`config.mk`:
```
export PLATFORM = sky130hd
export DESIGN_NAME = ps2_rx_fifo
export DESIGN_NICKNAME = d
export VERILOG_FILES = /design/src/rtl/ps2_rx_fifo.sv
export SDC_FILE = /design/constraint.sdc
export NUM_CORES = 1
export LEC_CHECK = 0
export ABC_AREA = 1
export ABC_CLOCK_PERIOD_IN_PS = 2330
export BUFFER_PORTS_ARGS = -buffer_cell sky130_fd_sc_hd__clkbuf_2
export CORE_MARGIN = 5
export CORE_UTILIZATION = 45
export CTS_CLUSTER_DIAMETER = 40
export CTS_CLUSTER_SIZE = 12
export DETAILED_ROUTE_END_ITERATION = 10
export HOLD_SLACK_MARGIN = 0.15
export SLEW_MARGIN = 30
export SYNTH_ARGS = -nofsm -noshare
export SYNTH_HDL_FRONTEND = slang
export SYNTH_SLANG_ARGS = --single-unit
```
`constraint.sdc`:
```
create_clock -name clk50 -period 2.33 [get_ports clk50]
set_input_delay 0.466 -clock clk50 [delete_from_list [all_inputs] [get_ports clk50]]
set_output_delay 0.466 -clock clk50 [all_outputs]
set_load 0.02 [all_outputs]
```
`src/rtl/ps2_rx_fifo.sv`:
```
// PS/2 keyboard receiver: pin synchronizers, clock glitch filter, frame FSM with timeout, show-ahead FIFO.
// Define PS2_RX_PARITY_EN to reject frames whose odd parity does not check.
module ps2_rx_fifo #(
   parameter int FIFO_DEPTH     = 8,
   parameter int SYNC_STAGES    = 2,
   parameter int FILTER_LEN     = 4,
   parameter int TIMEOUT_CYCLES = 50000
) (
   input  logic                          clk50,
   input  logic                          reset,
   input  logic                          ps2_clk,
   input  logic                          ps2_dat,
   input  logic                          rd_en,
   output logic [7:0]                    data,
   output logic                          vld,
   output logic [$clog2(FIFO_DEPTH):0]   count,
   output logic                          overflow,
   output logic                          frame_err
);

   localparam int AW = $clog2(FIFO_DEPTH);
   localparam int CW = AW + 1;
   localparam int TW = $clog2(TIMEOUT_CYCLES + 1);

   localparam logic [1:0] S_IDLE   = 2'd0;
   localparam logic [1:0] S_DATA   = 2'd1;
   localparam logic [1:0] S_PARITY = 2'd2;
   localparam logic [1:0] S_STOP   = 2'd3;

   logic [SYNC_STAGES-1:0] clk_sync;
   logic [SYNC_STAGES-1:0] dat_sync;
   logic                   clk_s;
   logic                   dat_s;

   logic [FILTER_LEN-1:0]  clk_hist;
   logic                   clk_f;
   logic                   all_lo;
   logic                   all_hi;
   logic                   fall;

   logic [1:0]             state;
   logic [2:0]             bit_cnt;
   logic [8:0]             shreg;
   logic [TW-1:0]          tmo_cnt;
   logic                   timeout;
   logic                   frame_done;
   logic                   parity_ok;
   logic                   good;
   logic                   bad;

   logic [7:0]             mem [FIFO_DEPTH];
   logic [AW-1:0]          wr_ptr;
   logic [AW-1:0]          rd_ptr;
   logic                   full;
   logic                   pop;
   logic                   wr_en;

   // Pins idle high, so every synchronizer stage resets to 1 to avoid a false fall.
   always_ff @(posedge clk50) begin
      if (!reset) begin
         clk_sync <= '1;
         dat_sync <= '1;
      end else begin
         clk_sync <= {clk_sync[SYNC_STAGES-2:0], ps2_clk};
         dat_sync <= {dat_sync[SYNC_STAGES-2:0], ps2_dat};
      end
   end

   assign clk_s = clk_sync[SYNC_STAGES-1];
   assign dat_s = dat_sync[SYNC_STAGES-1];

   assign all_lo = (clk_hist == '0);
   assign all_hi = &clk_hist;

   always_ff @(posedge clk50) begin
      if (!reset) begin
         clk_hist <= '1;
         clk_f    <= 1'b1;
      end else begin
         clk_hist <= (clk_hist << 1) | FILTER_LEN'(clk_s);
         if (all_hi) begin
            clk_f <= 1'b1;
         end else if (all_lo) begin
            clk_f <= 1'b0;
         end
      end
   end

   // The fall is flagged in the cycle the filter commits to low, so data is sampled then.
   assign fall = clk_f & all_lo;

   assign timeout    = (state != S_IDLE) && (tmo_cnt == TW'(TIMEOUT_CYCLES));
   assign frame_done = (state == S_STOP) && fall && !timeout;

`ifdef PS2_RX_PARITY_EN
   assign parity_ok = ^shreg;
`else
   assign parity_ok = 1'b1;
`endif

   assign good = frame_done & dat_s & parity_ok;
   assign bad  = frame_done & ~good;

   always_ff @(posedge clk50) begin
      if (!reset) begin
         state   <= S_IDLE;
         bit_cnt <= 3'd0;
         shreg   <= 9'd0;
      end else if (timeout) begin
         state <= S_IDLE;
      end else if (fall) begin
         case (state)
            S_IDLE: begin
               if (!dat_s) begin
                  state   <= S_DATA;
                  bit_cnt <= 3'd0;
               end
            end
            S_DATA: begin
               shreg   <= {dat_s, shreg[8:1]};
               bit_cnt <= bit_cnt + 3'd1;
               if (bit_cnt == 3'd7) begin
                  state <= S_PARITY;
               end
            end
            S_PARITY: begin
               // After this shift shreg[7:0] is the byte and shreg[8] the parity bit.
               shreg <= {dat_s, shreg[8:1]};
               state <= S_STOP;
            end
            default: begin
               state <= S_IDLE;
            end
         endcase
      end
   end

   always_ff @(posedge clk50) begin
      if (!reset) begin
         tmo_cnt <= '0;
      end else if (state == S_IDLE || fall || timeout) begin
         tmo_cnt <= '0;
      end else begin
         tmo_cnt <= tmo_cnt + TW'(1);
      end
   end

   assign vld   = (count != '0);
   assign full  = (count == CW'(FIFO_DEPTH));
   assign pop   = rd_en & vld;
   // A pop in the same cycle frees the slot, so a full FIFO can still accept the byte.
   assign wr_en = good & (~full | pop);

   always_ff @(posedge clk50) begin
      if (wr_en) begin
         mem[wr_ptr] <= shreg[7:0];
      end
   end

   always_ff @(posedge clk50) begin
      if (!reset) begin
         wr_ptr    <= '0;
         rd_ptr    <= '0;
         count     <= '0;
         overflow  <= 1'b0;
         frame_err <= 1'b0;
      end else begin
         if (wr_en) begin
            wr_ptr <= wr_ptr + AW'(1);
         end
         if (pop) begin
            rd_ptr <= rd_ptr + AW'(1);
         end
         case ({wr_en, pop})
            2'b10:   count <= count + CW'(1);
            2'b01:   count <= count - CW'(1);
            default: count <= count;
         endcase
         overflow  <= good & full & ~pop;
         frame_err <= bad | timeout;
      end
   end

   assign data = vld ? mem[rd_ptr] : 8'h00;

endmodule
```
==> metrics list, run 1 <==
- The number of nets handed over by synthesis was 516.
- 20 I/O pins were placed.
- For this run, the number of Yosys warnings is 0.
- In the final design database the tool counted 567 nets.
* Buffers added on ports: 19
- Number of optimization iterations in the first detailed-route pass: 4
- Crit path max-delay cell type: sky130_fd_sc_hd__dfxtp_4
- The max-slew violation total from the final report was 0.
- Core Util, Final: 57.0%
* Effective utilization at floorplan: 45.9%
- Yosys cell types: 35
- Across all hold checks on the routed design, the worst slack comes to 0.274 ns.
- Data arrival time of the critical path: 1.89 ns
* WL per Instance: 15.6 um
- Worst supply voltage drop on vdd: 686 uV
- The initial antenna violation count was 0.
- Minimum clock period after layout: 2.35 ns
* Via count normalized by instance count: 5.13
* HP Class: in -> reg
- Pre-CTS WS: 0.202 ns
- Ant diodes: 0
* Share of async-settable or async-resettable flops after synthesis: 0%
* Area Growth Syn to Fin: 24.2%
* Total number of placement rows: 38
- Required time at the endpoint of the critical path: 1.86 ns
- CTS Buf Count: 17
* Finish-stage setup viols: 1
* Number of enable flip-flop cells after synthesis: 64
- The library cell used most frequently in the layout, excluding fill and tap cells, is sky130_fd_sc_hd__nor2_1.
* Tcrit/Tclk final: 101%
- The critical path goes through buf_12 -> buf_8 -> o21ai_1 -> o22ai_1 -> o21ai_1 -> a31oi_1 -> buf_4.
- Fraction of layout cells with a size suffix above 1: 24.1%
- For the pin with the worst max-slew slack, the measured transition is 0.529 ns.
* Total count of hold-check failures in the final report: 0
- RSZ-0062 raised after global routing: true
- Most common cell type on the critical path: sky130_fd_sc_hd__o21ai_1
- The checks that failed: setup timing.
* Highest attainable clock frequency: 0.425 GHz
* HPWL reported at the end of detailed placement: 7020 um
- Headroom to the max-slew limit: 64.7%
- Total via count in the routed design: 3,612
- The congestion estimate from routability-driven global placement came to 0.756.
- Per-instance average area after synthesis: 9.95 um2
- #FFs+latches synth: 118
- On the final layout, the worst clock skew is 0.00974 ns.
- Global routing used 17.7% of the available tracks across all layers.
- For this run, the slowest stage of the critical path takes 0.39 ns.
- The clock passes through at most 2 buffers.
- In this run the standard cell core region covers 0.0108 mm2.
* Total wirelength of the detailed-routed design: 11,000 um
- Floorplan die width: 115 um
- In the routed design, unresolved DRC markers number 0.
* Full die area: 0.0133 mm2
- The clock tree synthesis step divided the H-tree into 4 levels.
* Most frequent cells in the layout: sky130_fd_sc_hd__nor2_1 (93), sky130_fd_sc_hd__edfxtp_1 (64), sky130_fd_sc_hd__dfxtp_1 (48)
- The tree is rooted in a sky130_fd_sc_hd__clkbuf_8.
* Leakage: 2.35 nW
- Post-Synthesis Cell Area: 0.00497 mm2
- Total global routing overflow: 0
* Final antenna-violating net count: 0
- Height of the die: 115 um
- TritonCTS clock tree: built
* Final setup margin: -0.0210 ns
- In the synthesized netlist the dominant register cell turns out to be sky130_fd_sc_hd__edfxtp_1.
- The number of global-route vias before repair is 3,582.
- The cell count after synthesis came out at 500.
* PwrDens: 1100 mW/mm2
- Result of the run: finished, violations left
* Critical Path Start Type: flip-flop
- The synthesized design spends more area on one cell type than any other, namely sky130_fd_sc_hd__edfxtp_1.
* Total power draw: 6.80 mW
- The worst setup path is of the reg -> out kind.
* Detailed Route Iter0 Violations: 237
- Pin count of the biggest net entering global routing: 17
- Summed over its instances, the top area cell type makes up 38.6% of the synthesized netlist area.
- First-pass GRT wire length: 17,900 um
* Cells taking the most area after synthesis: sky130_fd_sc_hd__edfxtp_1 (39%), sky130_fd_sc_hd__dfxtp_1 (22%), sky130_fd_sc_hd__nor2_1 (7.2%)
- The later pin in the worst-skew pair is clocked with a latency of 0.51 ns.
- Reg clk slew, reported paths: 0.06 ns
- Worst-path fanout max: 6
- Across the run, the number of max-cap violations was 0.
- Sequential element share of the synthesized area: 60.4%
* Category of the worst setup path capture point: output pin
- Number of clock sinks: 118
==> cell type report <==
type	count	area, um2
fill	948	4660
sequential	118	3020
multi-input combinational	324	1820
clock buffer	21	429
timing repair buffer	44	422
inverter	46	178
tap	140	175
clock inverter	11	135
==> where the power goes <==
part	internal, mW	leakage (nW)	switching, mW
sequential	2.25	1.03	0.0813
combinational	0.832	1.05	1.16
clock	1.61	0.267	0.870
==> cells in the mapped netlist, types with 9 or more instances <==
cell and instances:
sky130_fd_sc_hd__a31oi_1 9, sky130_fd_sc_hd__edfxtp_1 64, sky130_fd_sc_hd__clkbuf_1 10, sky130_fd_sc_hd__nand2_1 37
sky130_fd_sc_hd__or2_2 10, sky130_fd_sc_hd__ha_1 11, sky130_fd_sc_hd__nand3_1 14, sky130_fd_sc_hd__inv_1 40
sky130_fd_sc_hd__a21oi_1 22, sky130_fd_sc_hd__o21ai_0 61, sky130_fd_sc_hd__dfxtp_1 54, sky130_fd_sc_hd__nor2_1 96
sky130_fd_sc_hd__nor3_1 12
==> worst max-delay path, delay by kind of cell (launching register included) <==
kind / cells / cell delay, ns
compound gates: 4 / 0.55
flops: 1 / 0.39
buf+inv: 3 / 0.43
==> stage by stage <==
step | cells | area, um2 | TNS [ns]
floorplan | 500 | 4970 | 0
global placement | 661 | 5320 | 0
detailed placement | 661 | 5320 | 0
CTS | 699 | 6000 | -0.0124
global route | 704 | 6180 | -0.445
finish | 704 | 6180 | -0.0210
==> cell families (layout without fill, tap and decap cells) <==
logic type	Yosys count	count (layout)	synth area share, %
buffers and inverters	58	122	4.45
AND/OR/NAND/NOR	204	204	20.5
AO/OA/AOI/OAI	108	108	11.7
adder cells (fa/ha/maj)	11	11	2.77
flip-flops	118	118	60.4
XOR/XNOR	1	1	0.176
==> state kept, by name, indices dropped and copies added (netlist names), 3 cells and up, named ones only <==
| register | flops |
|---|---|
| bit_cnt | 3 |
| clk_hist | 4 |
| count | 4 |
| mem | 64 |
| rd_ptr | 3 |
| shreg | 9 |
| tmo_cnt | 16 |
| wr_ptr | 3 |
==> metal layers <==
| metal | track usage [%] | part of all wire [%] | vias to the layer above |
|---|---|---|---|
| met5 | 0 | 0 | - |
| met4 | 5.87 | 0.76 | 0 |
| met3 | 4.79 | 4.0 | 8 |
| met2 | 29.5 | 51 | 68 |
| met1 | 22.3 | 45 | 1706 |
| li1 | - | - | 1830 |
==> what timing repair did <==
action                                 4_1_cts  5_1_grt
setup endpoints to repair                    8       49
setup buffers                                3        4
hold buffers                                 2        0
gates resized for setup                     26       55
pin swaps                                    1       10
endpoints found under the hold margin        2        0
cloned                                       1        1
==> path summary, 6_finish.rpt <==
check	start	to	slack, ns	cells after the start
worst min register to register	clk_sync[1]$_SDFF_PN1_	clk_hist[0]$_SDFF_PN1_	0.42	1
worst max register to register	tmo_cnt[0]$_SDFF_PP0_	mem[3][7]$_DFFE_PP_	0.26	12
worst max-delay path	flip-flop	data[5]	-0.02	7
worst min-delay path	reset	clk_hist[2]$_SDFF_PN1_	0.27	2
(Power assumes the default switching activity.)
==> run 2: changes to the inputs <==
--- a/config.mk
+++ b/config.mk
@@ -14,6 +14,7 @@
 export CTS_CLUSTER_SIZE = 12
 export DETAILED_ROUTE_END_ITERATION = 10
 export HOLD_SLACK_MARGIN = 0.15
+export RECOVER_POWER = 25
 export SLEW_MARGIN = 30
 export SYNTH_ARGS = -nofsm -noshare
 export SYNTH_HDL_FRONTEND = slang
==> run 2 against run 1 <==
- the flow still finishes with violations (setup timing)
- combinational power about the same
- setup slack improved by 0.00056 ns
- via count about the same
- clock power about the same
- power about the same
- sequential power about the same
- hold slack improved by 0.073 ns
- core utilization about the same
- count of clock-buffer cells in the layout unchanged
- flip-flop and latch count unchanged
- register-to-register slack about the same
- die area unchanged
- critical endpoint unchanged
==> metrics list, run 2 (synthesized netlist as in run 1, its figures left out) <==
- The flop-to-flop setup slack came to 0.26 ns (about the same).
* Via count normalized by instance count: 5.13 (about the same)
- Tcrit/Tclk final: 101% (about the same)
- Finish-stage setup viols: 1 (unchanged)
* Total global routing overflow: 0 (unchanged)
* Reg clk slew, reported paths: 0.06 ns (about the same)
- The signed area change from the synthesized netlist to the final layout was 24.2% (about the same).
- DRC viols: 0 (unchanged)
* Clock buffer depth: 2 (unchanged)
* Worst supply voltage drop on vdd: 686 uV (about the same)
* Leakage: 2.35 nW (about the same)
- The most frequent cell on the critical path was sky130_fd_sc_hd__o21ai_1 (unchanged).
* CTS root buf: sky130_fd_sc_hd__clkbuf_8 (unchanged)
- Register with the highest flop count: mem (unchanged)
- Top Registers: mem x64, tmo_cnt x16, shreg x9 (unchanged)
- The global-route wire length before repair is 17,900 um (unchanged).
* Most frequent standard cell in the layout excluding fill and tap cells: sky130_fd_sc_hd__nor2_1 (unchanged)
* Maximum cell stage delay along the critical path: 0.39 ns (about the same)
* Detailed Route Iter0 Violations: 237 (unchanged)
- Worst-path fanout max: 6 (unchanged)
- Highest attainable clock frequency: 0.425 GHz (about the same)
- The overall routed net length is 11,000 um (about the same).
* Number of antenna violations at the first check in global routing: 0 (unchanged)
- Flip-flop count of the largest register after layout: 64 (unchanged)
- The horizontal extent of the die was 115 um (unchanged).
* Worst-case clock skew: 0.00973 ns (was 0.00974 ns)
* Final setup margin: -0.0205 ns (was -0.0210 ns)
- The number of routed nets with antenna violations came to 0 (unchanged).
* Vias in the first global route: 3,582 (unchanged)
* Data arrival time of the critical path: 1.88 ns (was 1.89 ns)
- The row count came to 38 (unchanged).
- Headroom to the max-slew limit: 64.7% (about the same)
* Slew of the pin with the lowest slew margin: 0.528 ns (was 0.529 ns)
- Critical Path Start Type: flip-flop (unchanged)
- Routability congestion estimate: 0.756 (unchanged)
* Max-slew violation total from the final report: 0 (unchanged)
- PwrDens: 1100 mW/mm2 (about the same)
- The depth of the CTS H-tree is 4 (unchanged).
- The total clock sinks was 118 (unchanged).
* Number of I/O pins: 20 (unchanged)
- Ant diodes: 0 (unchanged)
- Required time at the endpoint of the critical path: 1.86 ns (about the same)
* Most frequent cells in the layout: sky130_fd_sc_hd__nor2_1 (93), sky130_fd_sc_hd__edfxtp_1 (64), sky130_fd_sc_hd__dfxtp_1 (48) (unchanged)
- Category of the critical setup timing path: reg -> out (unchanged)
- Result of the run: finished, violations left (unchanged)
* Full die area: 0.0133 mm2 (unchanged)
- The area after detailed placement is 0.00532 mm2 (unchanged).
- Gr usage total: 17.7% (unchanged)
* CORE AREA: 0.0108 mm2 (unchanged)
- The maximum number of pins on one net before global-route repair was 17 (unchanged).
- The detailed placement HPWL came to 7020 um (unchanged).
- Number of standard cells in the layout, taps in and fillers out: 704 (unchanged)
- Clock latency reported for the late side of the worst-skew pair: 0.51 ns (about the same)
* Fraction of layout cells with a size suffix above 1: 23.9% (was 24.1%)
* Buffers added on ports: 19 (unchanged)
* TritonCTS clock tree: built (unchanged)
- Violations in the final reports: setup timing (unchanged).
- The initial core utilization was 45.9% (unchanged).
- WL per Instance: 15.6 um (about the same)
- Height of the die: 115 um (unchanged)
* RSZ-0062 raised after global routing: true (unchanged)
* Max capacitance violation total: 0 (unchanged)
- The count of buffer and inverter cells on the critical path was 3 (unchanged).
- Category of the worst setup path capture point: output pin (unchanged)
* Crit path max-delay cell type: sky130_fd_sc_hd__dfxtp_4 (unchanged)
- The total clock buffers created by CTS was 17 (unchanged).
- Chain of cells forming the critical path: buf_12 -> buf_8 -> o21ai_1 -> o22ai_1 -> o21ai_1 -> a31oi_1 -> buf_4 (unchanged)
- The final critical path time including I/O delays and setup was 2.35 ns (about the same).
* Placed cells: 661 (unchanged)
- Post-layout net count: 567 (unchanged)
* Total count of hold-check failures in the final report: 0 (unchanged)
- The total via count in the routed design came to 3,614 (was 3,612).
* Total non-filler cell area in the finished layout: 0.00618 mm2 (about the same)
- The path type of the worst min-delay path is in -> reg (unchanged).
- Cell type group with the largest total delay on the critical path: compound AO/OA/AOI/OAI gates (unchanged)
- Number of optimization iterations in the first detailed-route pass: 4 (unchanged)
[run 2: cell counts in the layout (fill, tap and decap cells not counted)]
Identical to the previous run, type by type.
[run 2: metrics by stage]
step                      TNS (ns)  hold WS, ns  util (%)  power [mW]  setup WS, ns
after floorplan                  0        0.393         -        3.35        0.0446
after global placement           0        0.396      49.0        3.83         0.281
after detailed placement         0        0.402      49.0        3.86         0.202
after CTS                  -0.0124        0.259      55.4        6.54       -0.0124
after global routing        -0.445        0.352      57.0        7.15        -0.114
final                      -0.0205        0.347      57.0        6.80       -0.0205
[run 2: what timing repair did]
action                                 4_1_cts  5_1_grt
pin swaps                                    1       10
gates resized for setup                     26       55
hold buffers                                 2        0
cloned                                       1        1
buffers inserted                             3        4
endpoints found under the hold margin        2        0
setup endpoints to repair                    8       49
[run 2: worst register-to-register path, stage by stage, from the launching register on]
cell                      delay, ns
sky130_fd_sc_hd__dfxtp_1       0.37
sky130_fd_sc_hd__inv_1         0.06
sky130_fd_sc_hd__ha_1          0.19
sky130_fd_sc_hd__inv_1         0.08
sky130_fd_sc_hd__nor2_2        0.04
sky130_fd_sc_hd__nand2_1       0.07
sky130_fd_sc_hd__nor2_2        0.05
sky130_fd_sc_hd__nand2_4       0.09
sky130_fd_sc_hd__nand3_4       0.12
sky130_fd_sc_hd__nor2_4        0.18
sky130_fd_sc_hd__nand2_1       0.15
sky130_fd_sc_hd__nor3_1        0.19
sky130_fd_sc_hd__buf_4         0.21
[run 2: layer usage]
layer	up-vias	track usage (%)	wire, um
met2	64	29.5	5560
met3	8	4.79	397
li1	1830	-	-
met5	-	0	0
met1	1712	22.3	4930
met4	0	5.87	83
[run 2: report_power, final]
group          internal, mW  switching, mW
Clock                  1.61          0.870
Sequential             2.25         0.0813
Combinational         0.832           1.16
Total                  4.69           2.11
[run 2: final cells by class]
class / instances / area [um2]
fillers: 946 / 4660
flip-flops and latches: 118 / 3020
repair buffers: 44 / 420
inverters: 46 / 178
clock buffers: 21 / 429
well taps: 140 / 175
multi-input cells: 324 / 1820
clock inverters: 11 / 135
[run 2: worst paths after layout]
kind                     startpoint  cells after the start                      to
max                       flip-flop                      7                 data[5]
min                           reset                      2  clk_hist[2]$_SDFF_PN1_
max reg2reg   tmo_cnt[0]$_SDFF_PP0_                     12     mem[3][7]$_DFFE_PP_
min reg2reg  clk_sync[1]$_SDFF_PN1_                      1  clk_hist[0]$_SDFF_PN1_
==> run 3: changes to the inputs <==
--- a/config.mk
+++ b/config.mk
@@ -8,6 +8,7 @@
 export ABC_AREA = 1
 export ABC_CLOCK_PERIOD_IN_PS = 2330
 export BUFFER_PORTS_ARGS = -buffer_cell sky130_fd_sc_hd__clkbuf_2
+export CORE_ASPECT_RATIO = 0.7
 export CORE_MARGIN = 5
 export CORE_UTILIZATION = 45
 export CTS_CLUSTER_DIAMETER = 40
==> run 3 against run 2 <==
- the run now ends clean
- largest cell class unchanged
- critical path type unchanged
- critical endpoint is now data[2]
- global-route usage increased by 0.36 points
- via count increased by 1.8%
- clock skew decreased by 0.00059 ns
- non-clock buffer count decreased by 9
==> metrics list, run 3 (synthesized netlist as in run 1, its figures left out) <==
* Buffers added on ports: 19 (unchanged)
* Floorplan die width: 136 um (was 115 um)
* Ant diodes: 0 (unchanged)
- The clock skew after layout is 0.00914 ns (was 0.00973 ns).
- Required time at the endpoint of the critical path: 1.86 ns (about the same)
- Placed cells: 672 (was 661)
- Minimum clock period after layout: 2.25 ns (was 2.35 ns)
- The overall routed net length is 11,800 um (was 11,000 um).
- The clock latency at the later pin of the worst-skew pair came to 0.41 ns (was 0.51 ns).
- The total clock sinks is 118 (unchanged).
* DRC viols: 0 (unchanged)
- The final layout net count is 560 (was 567).
- The full die area is 0.0133 mm2 (about the same).
- CORE AREA: 0.0109 mm2 (was 0.0108 mm2)
* Pre-CTS WS: 0.190 ns (was 0.202 ns)
- The number of global-route vias before repair came to 3,461 (was 3,582).
* Critical Path Start Type: flip-flop (unchanged)
- The total global-route track usage was 18.0% (was 17.7%).
- Pin count of the biggest net entering global routing: 33 (was 17)
- The register with the highest flop count is mem (unchanged).
- The max-cap check violation count came to 0 (unchanged).
- Most frequent standard cell in the layout excluding fill and tap cells: sky130_fd_sc_hd__nor2_1 (unchanged)
- Flip-flop count of the largest register after layout: 64 (unchanged)
* Max-slew violation total from the final report: 0 (unchanged)
- The initial antenna violation count came to 0 (unchanged).
- The maximum clock path buffer count was 2 (unchanged).
- The path type of the worst min-delay path was in -> reg (unchanged).
- The height of the die came to 98.0 um (was 115 um).
- Total non-filler cell area in the finished layout: 0.00605 mm2 (was 0.00618 mm2)
* RSZ-0062 raised after global routing: true (unchanged)
* Reg clk slew, reported paths: 0.05 ns (was 0.06 ns)
* CTS Buf Count: 17 (unchanged)
* Slew of the pin with the lowest slew margin: 0.537 ns (was 0.528 ns)
- The vias per cell came to 5.19 (was 5.13).
- The power density of the placed cells came to 1110 mW/mm2 (was 1100 mW/mm2).
- Total count of hold-check failures in the final report: 0 (unchanged)
- The final weighted congestion of routability-driven global placement came to 0.823 (was 0.756).
- Cell Area, Placed: 0.00530 mm2 (was 0.00532 mm2)
* TritonCTS clock tree: built (unchanged)
- The total via count in the routed design is 3,679 (was 3,614).
- CTS H-tree lvls: 4 (unchanged)
- The maximum ir drop on the vdd rail came to 693 uV (was 686 uV).
- The final clock period utilization by the worst path came to 96.6% (was 101%).
- The number of DRC markers after the initial detailed-route iteration came to 435 (was 237).
- Final setup margin: 0.0793 ns (was -0.0205 ns)
- The critical path endpoint category is an output pin (unchanged).
- The peak clock frequency supported by timing was 0.444 GHz (was 0.425 GHz).
- HPWL reported at the end of detailed placement: 7570 um (was 7020 um)
- Leakage: 2.29 nW (was 2.35 nW)
* Worst-path fanout max: 16 (was 6)
- Top Registers: mem x64, tmo_cnt x16, shreg x9 (unchanged).
- The critical path data arrival time is 1.78 ns (was 1.88 ns).
- Area Growth Syn to Fin: 21.6% (was 24.2%)
* Effective utilization at floorplan: 45.5% (was 45.9%)
- The root cell of the clock tree is sky130_fd_sc_hd__clkbuf_16 (was sky130_fd_sc_hd__clkbuf_8).
- First-pass GRT wire length: 18,200 um (was 17,900 um)
- The final count of negative-setup-slack endpoints is 0 (was 1).
- The wire length per cell after detailed routing is 16.6 um (was 15.6 um).
- Number of I/O pins: 20 (unchanged)
- The leftover overflow at the end of global routing is 0 (unchanged).
- Total number of placement rows: 32 (was 38)
- The relative slew slack is 64.1% (was 64.7%).
* Fraction of layout cells with a size suffix above 1: 21.4% (was 23.9%)
- The classification of the worst setup path is reg -> out (unchanged).
* Result of the run: finished clean (was finished, violations left)
* Number of optimization iterations in the first detailed-route pass: 5 (was 4)
- Most frequent cells in the layout: sky130_fd_sc_hd__nor2_1 (95), sky130_fd_sc_hd__edfxtp_1 (64), sky130_fd_sc_hd__o21ai_0 (58) (was sky130_fd_sc_hd__nor2_1 (93), sky130_fd_sc_hd__edfxtp_1 (64), sky130_fd_sc_hd__dfxtp_1 (48))
- Final antenna-violating net count: 0 (unchanged)
- # hold bufs at CTS: 0 (was 2)
- Number of standard cells in the layout, taps in and fillers out: 709 (was 704)
run 3: cell types whose count changed in the layout (fill, tap and decap cells not counted), sizes merged:
cell,previous run,this run
dlygate4sd3,2,0
clkbuf,34,39
bufbuf,1,0
clkinv,5,8
buf,28,15
clkinvlp,3,4
inv,46,45
run 3: metal layers:
layer | vias up | wire (um) | global-route usage, %
met1 | 1718 | 5740 | 27.1
met4 | 0 | 101 | 5.27
li1 | 1814 | - | -
met5 | - | 0 | 0
met2 | 136 | 4840 | 24.1
met3 | 11 | 1070 | 6.64
run 3: power breakdown:
part           total (mW)  internal [mW]  switching (mW)
sequential           2.34           2.25          0.0964
clock                2.52           1.65           0.864
combinational        1.83          0.667            1.16
run 3: layout make-up:
class	count	area (um2)
Clock inverter	12	136
Timing Repair inverter	2	15.0
Tap cell	153	191
Sequential cell	118	3010
Timing Repair Buffer	35	309
Multi-Input combinational cell	324	1760
Fill cell	951	4880
Clock buffer	19	433
Inverter	46	184
run 3: path summary, 6_finish.rpt:
path	startpoint	endpoint	slack, ns	depth (start not counted)
worst max register to register	state[0]$_SDFFE_PP0P_	mem[2][6]$_DFFE_PP_	0.21	11
worst max-delay path	flip-flop	data[2]	0.08	5
worst min register to register	clk_sync[1]$_SDFF_PN1_	clk_hist[0]$_SDFF_PN1_	0.41	1
worst min-delay path	ps2_dat	dat_sync[0]$_SDFF_PN1_	0.24	2
run 3: what timing repair did:
action | 4_1_cts | 5_1_grt
cloned | 0 | 5
buffers inserted | 0 | 1
endpoints found under the setup margin | 8 | 57
resized for setup | 5 | 28
pin swaps | 0 | 2
run 3: worst max-delay path: stages (launching register included):
cell and delay (ns):
sky130_fd_sc_hd__dfxtp_4 0.41, sky130_fd_sc_hd__inv_6 0.07, sky130_fd_sc_hd__clkbuf_16 0.17, sky130_fd_sc_hd__o21ai_0 0.39
sky130_fd_sc_hd__a31oi_1 0.15, sky130_fd_sc_hd__clkbuf_2 0.18
run 3: per-stage QoR:
stage	total power [mW]	hold WS [ns]	util (%)	TNS [ns]
6_report	6.68	0.240	55.3	0
5_1_grt	6.99	0.237	55.3	-0.0117
4_1_cts	6.38	0.230	53.9	0
3_5_place_dp	3.83	0.401	48.5	0
3_3_place_gp	3.83	0.398	48.5	0
2_1_floorplan	3.35	0.393	-	0
